[config.mk]
export PLATFORM = sky130hd
export DESIGN_NAME = adc_trigger_capture
export DESIGN_NICKNAME = d
export VERILOG_FILES = /design/src/rtl/scope_capture_pkg.sv /design/src/rtl/adc_strobe_gen.sv /design/src/rtl/adc_trigger_capture.sv
export SDC_FILE = /design/constraint.sdc
export NUM_CORES = 1
export LEC_CHECK = 0
export ABC_CLOCK_PERIOD_IN_PS = 2430
export CAP_MARGIN = 30
export CORE_ASPECT_RATIO = 0.75
export CORE_MARGIN = 10
export CORE_UTILIZATION = 40
export CTS_CLUSTER_DIAMETER = 60
export DETAILED_ROUTE_END_ITERATION = 10
export HOLD_SLACK_MARGIN = 0.05
export PLACE_DENSITY = 0.66
export SETUP_SLACK_MARGIN = 0.02
export SKIP_LAST_GASP = 1
export SLEW_MARGIN = 20
export SYNTH_ARGS = -nofsm -noshare
export SYNTH_HDL_FRONTEND = slang
export SYNTH_SLANG_ARGS = --single-unit
[constraint.sdc]
create_clock -name CLK_64MHZ -period 2.43 [get_ports CLK_64MHZ]
set_input_delay 0.3645 -clock CLK_64MHZ [delete_from_list [all_inputs] [get_ports CLK_64MHZ]]
set_output_delay 0.3645 -clock CLK_64MHZ [all_outputs]
set_load 0.05 [all_outputs]
[src/rtl/scope_capture_pkg.sv]
// Shared constants for the ADC trigger/capture slice.
// State encoding, slope codes and default widths.
package scope_capture_pkg;

  localparam int DATA_W_DEF = 9;
  localparam int ADDR_W_DEF = 9;

  localparam logic [2:0] ST_IDLE = 3'd0;
  localparam logic [2:0] ST_PRE  = 3'd1;
  localparam logic [2:0] ST_WAIT = 3'd2;
  localparam logic [2:0] ST_POST = 3'd3;
  localparam logic [2:0] ST_DONE = 3'd4;

  localparam logic SLOPE_RISE = 1'b0;
  localparam logic SLOPE_FALL = 1'b1;

endpackage

[src/rtl/adc_strobe_gen.sv]
// CLK_ADC rising-edge detect, delayed one cycle.
// The delay lets the driver's sample settle before use.
module adc_strobe_gen (
  input  logic i_clk,
  input  logic i_rst_n,
  input  logic i_clk_adc,
  output logic o_stb
);

  logic r_clk_q;
  logic r_stb;
  logic w_rise;

  assign w_rise = i_clk_adc & ~r_clk_q;
  assign o_stb  = r_stb;

  // register the ADC clock and the delayed edge pulse
  always_ff @(posedge i_clk or negedge i_rst_n) begin
    if (!i_rst_n) begin
      r_clk_q <= 1'b0;
      r_stb   <= 1'b0;
    end else begin
      r_clk_q <= i_clk_adc;
      r_stb   <= w_rise;
    end
  end

endmodule

[src/rtl/adc_trigger_capture.sv]
// Trigger detect and pre/post window capture into a circular RAM.
// Optional auto trigger on WAIT timeout: define ADC_TRIG_AUTO_EN.
module adc_trigger_capture
  import scope_capture_pkg::*;
#(
  parameter int DATA_W       = DATA_W_DEF,
  parameter int ADDR_W       = ADDR_W_DEF,
  parameter int PRETRIG      = 256,
  parameter int AUTO_TIMEOUT = 65535
) (
  input  logic              CLK_64MHZ,
  input  logic              MASTER_RST_N,
  input  logic              CLK_ADC,
  input  logic [DATA_W-1:0] ADC_SAMPLE,
  input  logic [DATA_W-1:0] TRIG_LEVEL,
  input  logic              TRIG_SLOPE,
  input  logic              ARM,
  output logic              BUSY,
  output logic              DONE,
  output logic [ADDR_W-1:0] TRIG_ADDR,
  output logic              AUTO_FLAG,
  output logic              WR_EN,
  output logic [ADDR_W-1:0] WR_ADDR,
  output logic [DATA_W-1:0] WR_DATA
);

  localparam int DEPTH    = 1 << ADDR_W;
  localparam int POST_LEN = DEPTH - PRETRIG;
  localparam int CNT_W    = ADDR_W + 1;

  localparam logic [CNT_W-1:0] PRE_LAST  = CNT_W'(PRETRIG - 1);
  localparam logic [CNT_W-1:0] POST_LAST = CNT_W'(POST_LEN - 1);

  if (PRETRIG < 1 || PRETRIG >= DEPTH || AUTO_TIMEOUT < 1) begin : g_bad_cfg
    $error("adc_trigger_capture: PRETRIG or AUTO_TIMEOUT out of range");
  end

  logic              w_stb;
  logic              w_busy;
  logic              w_write;
  logic              w_hit;
  logic              w_tmo;
  logic              w_trig;

  logic [2:0]        r_state;
  logic [ADDR_W-1:0] r_wptr;
  logic [CNT_W-1:0]  r_cnt;
  logic [DATA_W-1:0] r_prev;
  logic              r_prev_valid;
  logic [ADDR_W-1:0] r_trig_addr;
  logic              r_done;
  logic              r_wr_en;
  logic [ADDR_W-1:0] r_wr_addr;
  logic [DATA_W-1:0] r_wr_data;

  adc_strobe_gen u_stb (
    .i_clk     (CLK_64MHZ),
    .i_rst_n   (MASTER_RST_N),
    .i_clk_adc (CLK_ADC),
    .o_stb     (w_stb)
  );

  assign w_busy  = (r_state == ST_PRE) |
                   (r_state == ST_WAIT) |
                   (r_state == ST_POST);
  assign w_write = w_stb & w_busy & ~ARM;
  assign w_trig  = (r_state == ST_WAIT) & (w_hit | w_tmo);

  // threshold crossing between the last written and current sample
  always_comb begin
    w_hit = 1'b0;
    unique case (TRIG_SLOPE)
      SLOPE_RISE: w_hit = r_prev_valid &
                          (r_prev < TRIG_LEVEL) &
                          (ADC_SAMPLE >= TRIG_LEVEL);
      SLOPE_FALL: w_hit = r_prev_valid &
                          (r_prev > TRIG_LEVEL) &
                          (ADC_SAMPLE <= TRIG_LEVEL);
      default:    w_hit = 1'b0;
    endcase
  end

`ifdef ADC_TRIG_AUTO_EN
  localparam int TMO_W = $clog2(AUTO_TIMEOUT + 1);

  logic [TMO_W-1:0] r_tmo;
  logic             r_auto;

  assign w_tmo     = (r_tmo == TMO_W'(AUTO_TIMEOUT - 1));
  assign AUTO_FLAG = r_auto;

  // WAIT strobe counter, zero whenever outside WAIT
  always_ff @(posedge CLK_64MHZ or negedge MASTER_RST_N) begin
    if (!MASTER_RST_N) begin
      r_tmo <= '0;
    end else if (ARM || r_state != ST_WAIT) begin
      r_tmo <= '0;
    end else if (w_stb) begin
      r_tmo <= r_tmo + 1'b1;
    end
  end

  // flag a forced trigger, held until re-armed
  always_ff @(posedge CLK_64MHZ or negedge MASTER_RST_N) begin
    if (!MASTER_RST_N) begin
      r_auto <= 1'b0;
    end else if (ARM) begin
      r_auto <= 1'b0;
    end else if (w_write && w_trig && !w_hit) begin
      r_auto <= 1'b1;
    end
  end
`else
  assign w_tmo     = 1'b0;
  assign AUTO_FLAG = 1'b0;
`endif

  // write path, sequencing and trigger latch
  always_ff @(posedge CLK_64MHZ or negedge MASTER_RST_N) begin
    if (!MASTER_RST_N) begin
      r_state      <= ST_IDLE;
      r_wptr       <= '0;
      r_cnt        <= '0;
      r_prev       <= '0;
      r_prev_valid <= 1'b0;
      r_trig_addr  <= '0;
      r_done       <= 1'b0;
      r_wr_en      <= 1'b0;
      r_wr_addr    <= '0;
      r_wr_data    <= '0;
    end else begin
      r_wr_en <= w_write;
      if (w_write) begin
        r_wr_addr    <= r_wptr;
        r_wr_data    <= ADC_SAMPLE;
        r_wptr       <= r_wptr + 1'b1;
        r_prev       <= ADC_SAMPLE;
        r_prev_valid <= 1'b1;
      end
      if (ARM) begin
        r_state      <= ST_PRE;
        r_wptr       <= '0;
        r_cnt        <= '0;
        r_done       <= 1'b0;
        r_prev_valid <= 1'b0;
      end else if (w_write) begin
        unique case (r_state)
          ST_PRE: begin
            if (r_cnt == PRE_LAST) begin
              r_state <= ST_WAIT;
              r_cnt   <= '0;
            end else begin
              r_cnt <= r_cnt + 1'b1;
            end
          end
          ST_WAIT: begin
            if (w_trig) begin
              r_trig_addr <= r_wptr;
              r_cnt       <= CNT_W'(1);
              if (POST_LAST == '0) begin
                r_state <= ST_DONE;
                r_done  <= 1'b1;
              end else begin
                r_state <= ST_POST;
              end
            end
          end
          ST_POST: begin
            if (r_cnt == POST_LAST) begin
              r_state <= ST_DONE;
              r_done  <= 1'b1;
            end else begin
              r_cnt <= r_cnt + 1'b1;
            end
          end
          default: ;
        endcase
      end
    end
  end

  assign BUSY      = w_busy;
  assign DONE      = r_done;
  assign TRIG_ADDR = r_trig_addr;
  assign WR_EN     = r_wr_en;
  assign WR_ADDR   = r_wr_addr;
  assign WR_DATA   = r_wr_data;

endmodule

==> impl_metrics.xml <==
<?xml version="1.0" encoding="UTF-8"?>
<metrics>
  <group name="run_status">
    <metric name="status" unit="">completed</metric>
  </group>
  <group name="cts">
    <metric name="cts.sink_count" unit="">54</metric>
    <metric name="worst_skew_pair.late_latency" unit="ns">0.31</metric>
    <metric name="tritoncts.num_buffers" unit="">5</metric>
    <metric name="ctsHtreeMaxLevel" unit="">2</metric>
    <metric name="clkTransAtPathRegs" unit="ns">0.10</metric>
    <metric name="clk_path_buf_depth" unit="">2</metric>
    <metric name="cts_tree" unit="">yes</metric>
    <metric name="clock-root-buffer" unit="">clkbuf_8</metric>
  </group>
  <group name="detailed_routing">
    <metric name="totalWireLength" unit="mm">7.416</metric>
    <metric name="initialDrtViolationCount" unit="">136</metric>
    <metric name="post_drt_wl_per_cell" unit="um">16.33</metric>
    <metric name="drt-vias-per-instance" unit="">5.152</metric>
    <metric name="ant_nets" unit="">0</metric>
    <metric name="via_count" unit="">2339</metric>
    <metric name="drt_first_pass_iters" unit="">4</metric>
    <metric name="remaining_drc_errors" unit="">0</metric>
  </group>
  <group name="critical_path">
    <metric name="number_of_cells_traversed_by_the_worst_register_to_register_path" unit="">9</metric>
    <metric name="r2r_end" unit="">TRIG_ADDR[1]</metric>
    <metric name="cp_max_fo" unit="">5</metric>
    <metric name="timing.critical_path.arrival" unit="ns">2.59</metric>
    <metric name="worst-path-buf-inv" unit="">3</metric>
    <metric name="critical_path_required" unit="ns">2.63</metric>
    <metric name="timing.rr.start" unit="">WR_DATA[8]</metric>
    <metric name="crit_type" unit="">in2reg</metric>
    <metric name="timing.critical_path.to_type" unit="">flop</metric>
    <metric name="startpoint_type" unit="">input port</metric>
    <metric name="crit_path_top_delay_cell" unit="">clkdlybuf4s50_1</metric>
    <metric name="regToRegSetupSlack" unit="ns">0.06</metric>
    <metric name="critical_path.cell_chain" unit="">clkdlybuf4s50_1 &gt; inv_1 &gt; ha_1 &gt; nand2_1 &gt; or3_1 &gt; o21ai_2 &gt; o2111ai_2 &gt; o21ai_4 &gt; buf_12 &gt; mux2_2</metric>
    <metric name="cpPeakStageDelay" unit="ns">0.47</metric>
    <metric name="worst_path_dominant_cell_family" unit="">buffers and inverters</metric>
  </group>
  <group name="placed_design">
    <metric name="place.detailed.instances" unit="">434</metric>
    <metric name="gp_routability_congestion" unit="">0.8255</metric>
    <metric name="postPlaceCellArea" unit="mm2">0.003636</metric>
    <metric name="port_buffers" unit="">52</metric>
    <metric name="dp.final_hpwl" unit="mm">5.219</metric>
  </group>
  <group name="power">
    <metric name="power.density_cell_area" unit="mW/mm2">533.0</metric>
    <metric name="power_leakage" unit="uW">0.001821</metric>
    <metric name="ir_drop" unit="V">0.0002672</metric>
  </group>
  <group name="cells_and_area">
    <metric name="num-fill-cells" unit="">590</metric>
    <metric name="finalNonFillerCells" unit="">454</metric>
    <metric name="final_core_utilization" unit="">0.5932</metric>
    <metric name="antennaDiodeCount" unit="">0</metric>
    <metric name="num-nets-final" unit="">398</metric>
    <metric name="drive_above_1_share" unit="">0.2556</metric>
    <metric name="area_growth_syn_to_layout" unit="%">42.33</metric>
    <metric name="final_cell_area" unit="mm2">0.004110</metric>
  </group>
  <group name="floorplanning">
    <metric name="core-area" unit="mm2">0.006929</metric>
    <metric name="dieHeight" unit="um">93.59</metric>
    <metric name="fp.dieW" unit="um">118.1</metric>
    <metric name="die-area" unit="mm2">0.01105</metric>
    <metric name="ios" unit="">54</metric>
    <metric name="initial_utilization" unit="">0.4168</metric>
    <metric name="num_rows" unit="">26</metric>
  </group>
  <group name="worst_hold_path">
    <metric name="worstHoldEndpoint" unit="">WR_DATA[5]</metric>
    <metric name="worst_hold_path_type" unit="">in2reg</metric>
    <metric name="worstHoldStart" unit="">ADC_SAMPLE[5]</metric>
    <metric name="timing.hold.worst_path_depth" unit="">2</metric>
  </group>
  <group name="timing">
    <metric name="worst_setup_skew_after_layout" unit="ns">0.01370</metric>
    <metric name="number_of_hold_slack_violations_in_the_final_timing_report" unit="">0</metric>
    <metric name="max_freq" unit="MHz">417.8</metric>
    <metric name="setup-tns-final" unit="ns">0</metric>
    <metric name="fin_crit_sh" unit="">0.9849</metric>
    <metric name="tightest_hold_margin" unit="ns">0.3413</metric>
    <metric name="final_max_slew_viol_count" unit="">0</metric>
    <metric name="maxSlewHeadroom" unit="">0.6535</metric>
    <metric name="worst-slew-pin-transition" unit="ns">0.5181</metric>
    <metric name="report.final.setup_viol" unit="">0</metric>
    <metric name="finalWorstPathRequiredPeriod" unit="ns">2.393</metric>
  </group>
  <group name="synthesis">
    <metric name="postSynth.topFlopCell" unit="">dfrtp_1</metric>
    <metric name="synth.ff_latch_count" unit="">54</metric>
    <metric name="syn-cell-area" unit="mm2">0.002888</metric>
    <metric name="synth-warning-count" unit="">0</metric>
    <metric name="synth_async_sr_flop_share" unit="">1.000</metric>
    <metric name="synthesis.instances" unit="">277</metric>
    <metric name="yosysUniqueCellTypes" unit="">43</metric>
    <metric name="sequential_element_share_of_the_synthesized_area" unit="">0.4679</metric>
    <metric name="post_syn_area_per_cell" unit="um2">10.43</metric>
    <metric name="synth_enable_flop_cells" unit="">0</metric>
    <metric name="net_count_of_the_mapped_netlist" unit="">320</metric>
  </group>
  <group name="grt">
    <metric name="antenna_found_initial" unit="">0</metric>
    <metric name="first_global_vias" unit="">2339</metric>
    <metric name="grt_start_max_net_pins" unit="">45</metric>
    <metric name="wire_length_of_the_first_global_routing_pass" unit="mm">12.21</metric>
    <metric name="grt_util_all_layers" unit="">0.1331</metric>
    <metric name="grt.overflow.total" unit="">0</metric>
  </group>
  <group name="flow_run">
    <metric name="cap_viol_max_count" unit="">0</metric>
  </group>
</metrics>
synthesized netlist by cell type (5+ instances only):
library cell	instances	area, um2
dfrtp_1	54	1351
mux2_2	26	292.8
inv_1	23	86.33
nor2_1	22	82.58
ha_1	20	250.2
a21oi_1	15	75.07
nand2_1	11	41.29
o21ai_0	11	55.05
nor3_1	9	45.04
nand3_1	7	35.03
nand4_1	7	43.79
xor2_1	7	61.31
o22ai_1	6	37.54
a31oi_1	5	31.28
clkbuf_1	5	18.77
nor2b_1	5	31.28
power by group:
group	switching, uW	internal [uW]	total, uW
Sequential	50.1	946	997
Combinational	343	246	589
Clock	297	308	605
cell families (layout without fill, tap and decap cells):
| family | Yosys count | after routing | share of synthesized area |
|---|---|---|---|
| multiplexers | 27 | 27 | 0.1049 |
| flip-flops | 54 | 54 | 0.4679 |
| AO/OA/AOI/OAI | 50 | 50 | 0.1135 |
| buffers and inverters | 31 | 110 | 0.04246 |
| AND/OR/NAND/NOR | 85 | 85 | 0.1560 |
| XOR/XNOR | 9 | 9 | 0.02730 |
| adder cells (fa/ha/maj) | 20 | 20 | 0.08666 |
| other | 1 | 1 | 0.001299 |
layout by cell type (no fill, tap or decap), types with 5 or more instances in the layout:
| master | Yosys | final |
|---|---|---|
| o22ai_1 | 6 | 6 |
| nand3_1 | 7 | 6 |
| nor3_1 | 9 | 8 |
| buf_4 | 1 | 22 |
| inv_1 | 23 | 17 |
| nor2b_1 | 5 | 5 |
| ha_1 | 20 | 12 |
| inv_2 | 0 | 6 |
| dfrtp_1 | 54 | 54 |
| nor2_1 | 22 | 21 |
| xor2_1 | 7 | 7 |
| dlymetal6s2s_1 | 0 | 9 |
| clkbuf_8 | 0 | 5 |
| a31oi_1 | 5 | 5 |
| mux2_2 | 26 | 25 |
| a21oi_1 | 15 | 13 |
| nand4_1 | 7 | 7 |
| o21ai_0 | 11 | 6 |
| clkdlybuf4s50_1 | 0 | 40 |
| nand2_1 | 11 | 10 |
| ha_4 | 0 | 8 |
final cells by class:
type,count,area (um2),area share
multi-input combinational,192,1642,0.3994
sequential,54,1351,0.3288
timing repair buffer,79,798.3,0.1942
tap,98,122.6,0.02983
inverter,23,86.33,0.02100
clock buffer,6,72.57,0.01766
clock inverter,2,37.54,0.009132
worst max-delay path by stage:
stage | startpoint | end | slack (ns) | depth (start not counted)
2_1_floorplan | WR_DATA[1] | TRIG_ADDR[0] | 0.08 | 7
3_3_place_gp | TRIG_LEVEL[6] | r_cnt[2] | -0.40 | 9
5_1_grt | WR_DATA[8] | TRIG_ADDR[4] | -0.01 | 9
6_report | TRIG_LEVEL[4] | TRIG_ADDR[1] | 0.04 | 10
3_5_place_dp | TRIG_LEVEL[6] | r_cnt[8] | -0.46 | 9
4_1_cts | TRIG_LEVEL[7] | TRIG_ADDR[4] | 0.02 | 11
timing repair:
item	4_1_cts	5_1_grt
hold endpoints to repair	10	0
setup buffers	8	3
gates cloned	1	0
pin swaps	7	13
hold buffers	1	0
gates resized for setup	25	27
endpoints found under the setup margin	18	19
through the flow:
stage / setup WS [ns] / total power (uW)
after detailed placement: -0.4560 / 1498
after global routing: -0.01349 / 2304
final: 0.03673 / 2191
after global placement: -0.3971 / 1488
after floorplan: 0.08115 / 1300
after CTS: 0.02003 / 2169
flip-flops by register name, summed over array words and instances (netlist names):
register and count:
u_stb.r_clk_q 1, WR_EN 1, WR_ADDR 9, u_stb.o_stb 1
r_cnt 10, r_state 3, r_prev_valid 1, DONE 1
WR_DATA 9, TRIG_ADDR 9, r_wptr 9
per-layer routing:
layer  up-vias  global-route usage  routed length, um
met5         -                   0                  0
met4         0             0.03696                 93
met3        10             0.03123                336
met2        65              0.1905               3099
met1      1111              0.1941               3887
li1       1153                   -                  -
No activity file was read; power rests on OpenSTA's default activity.
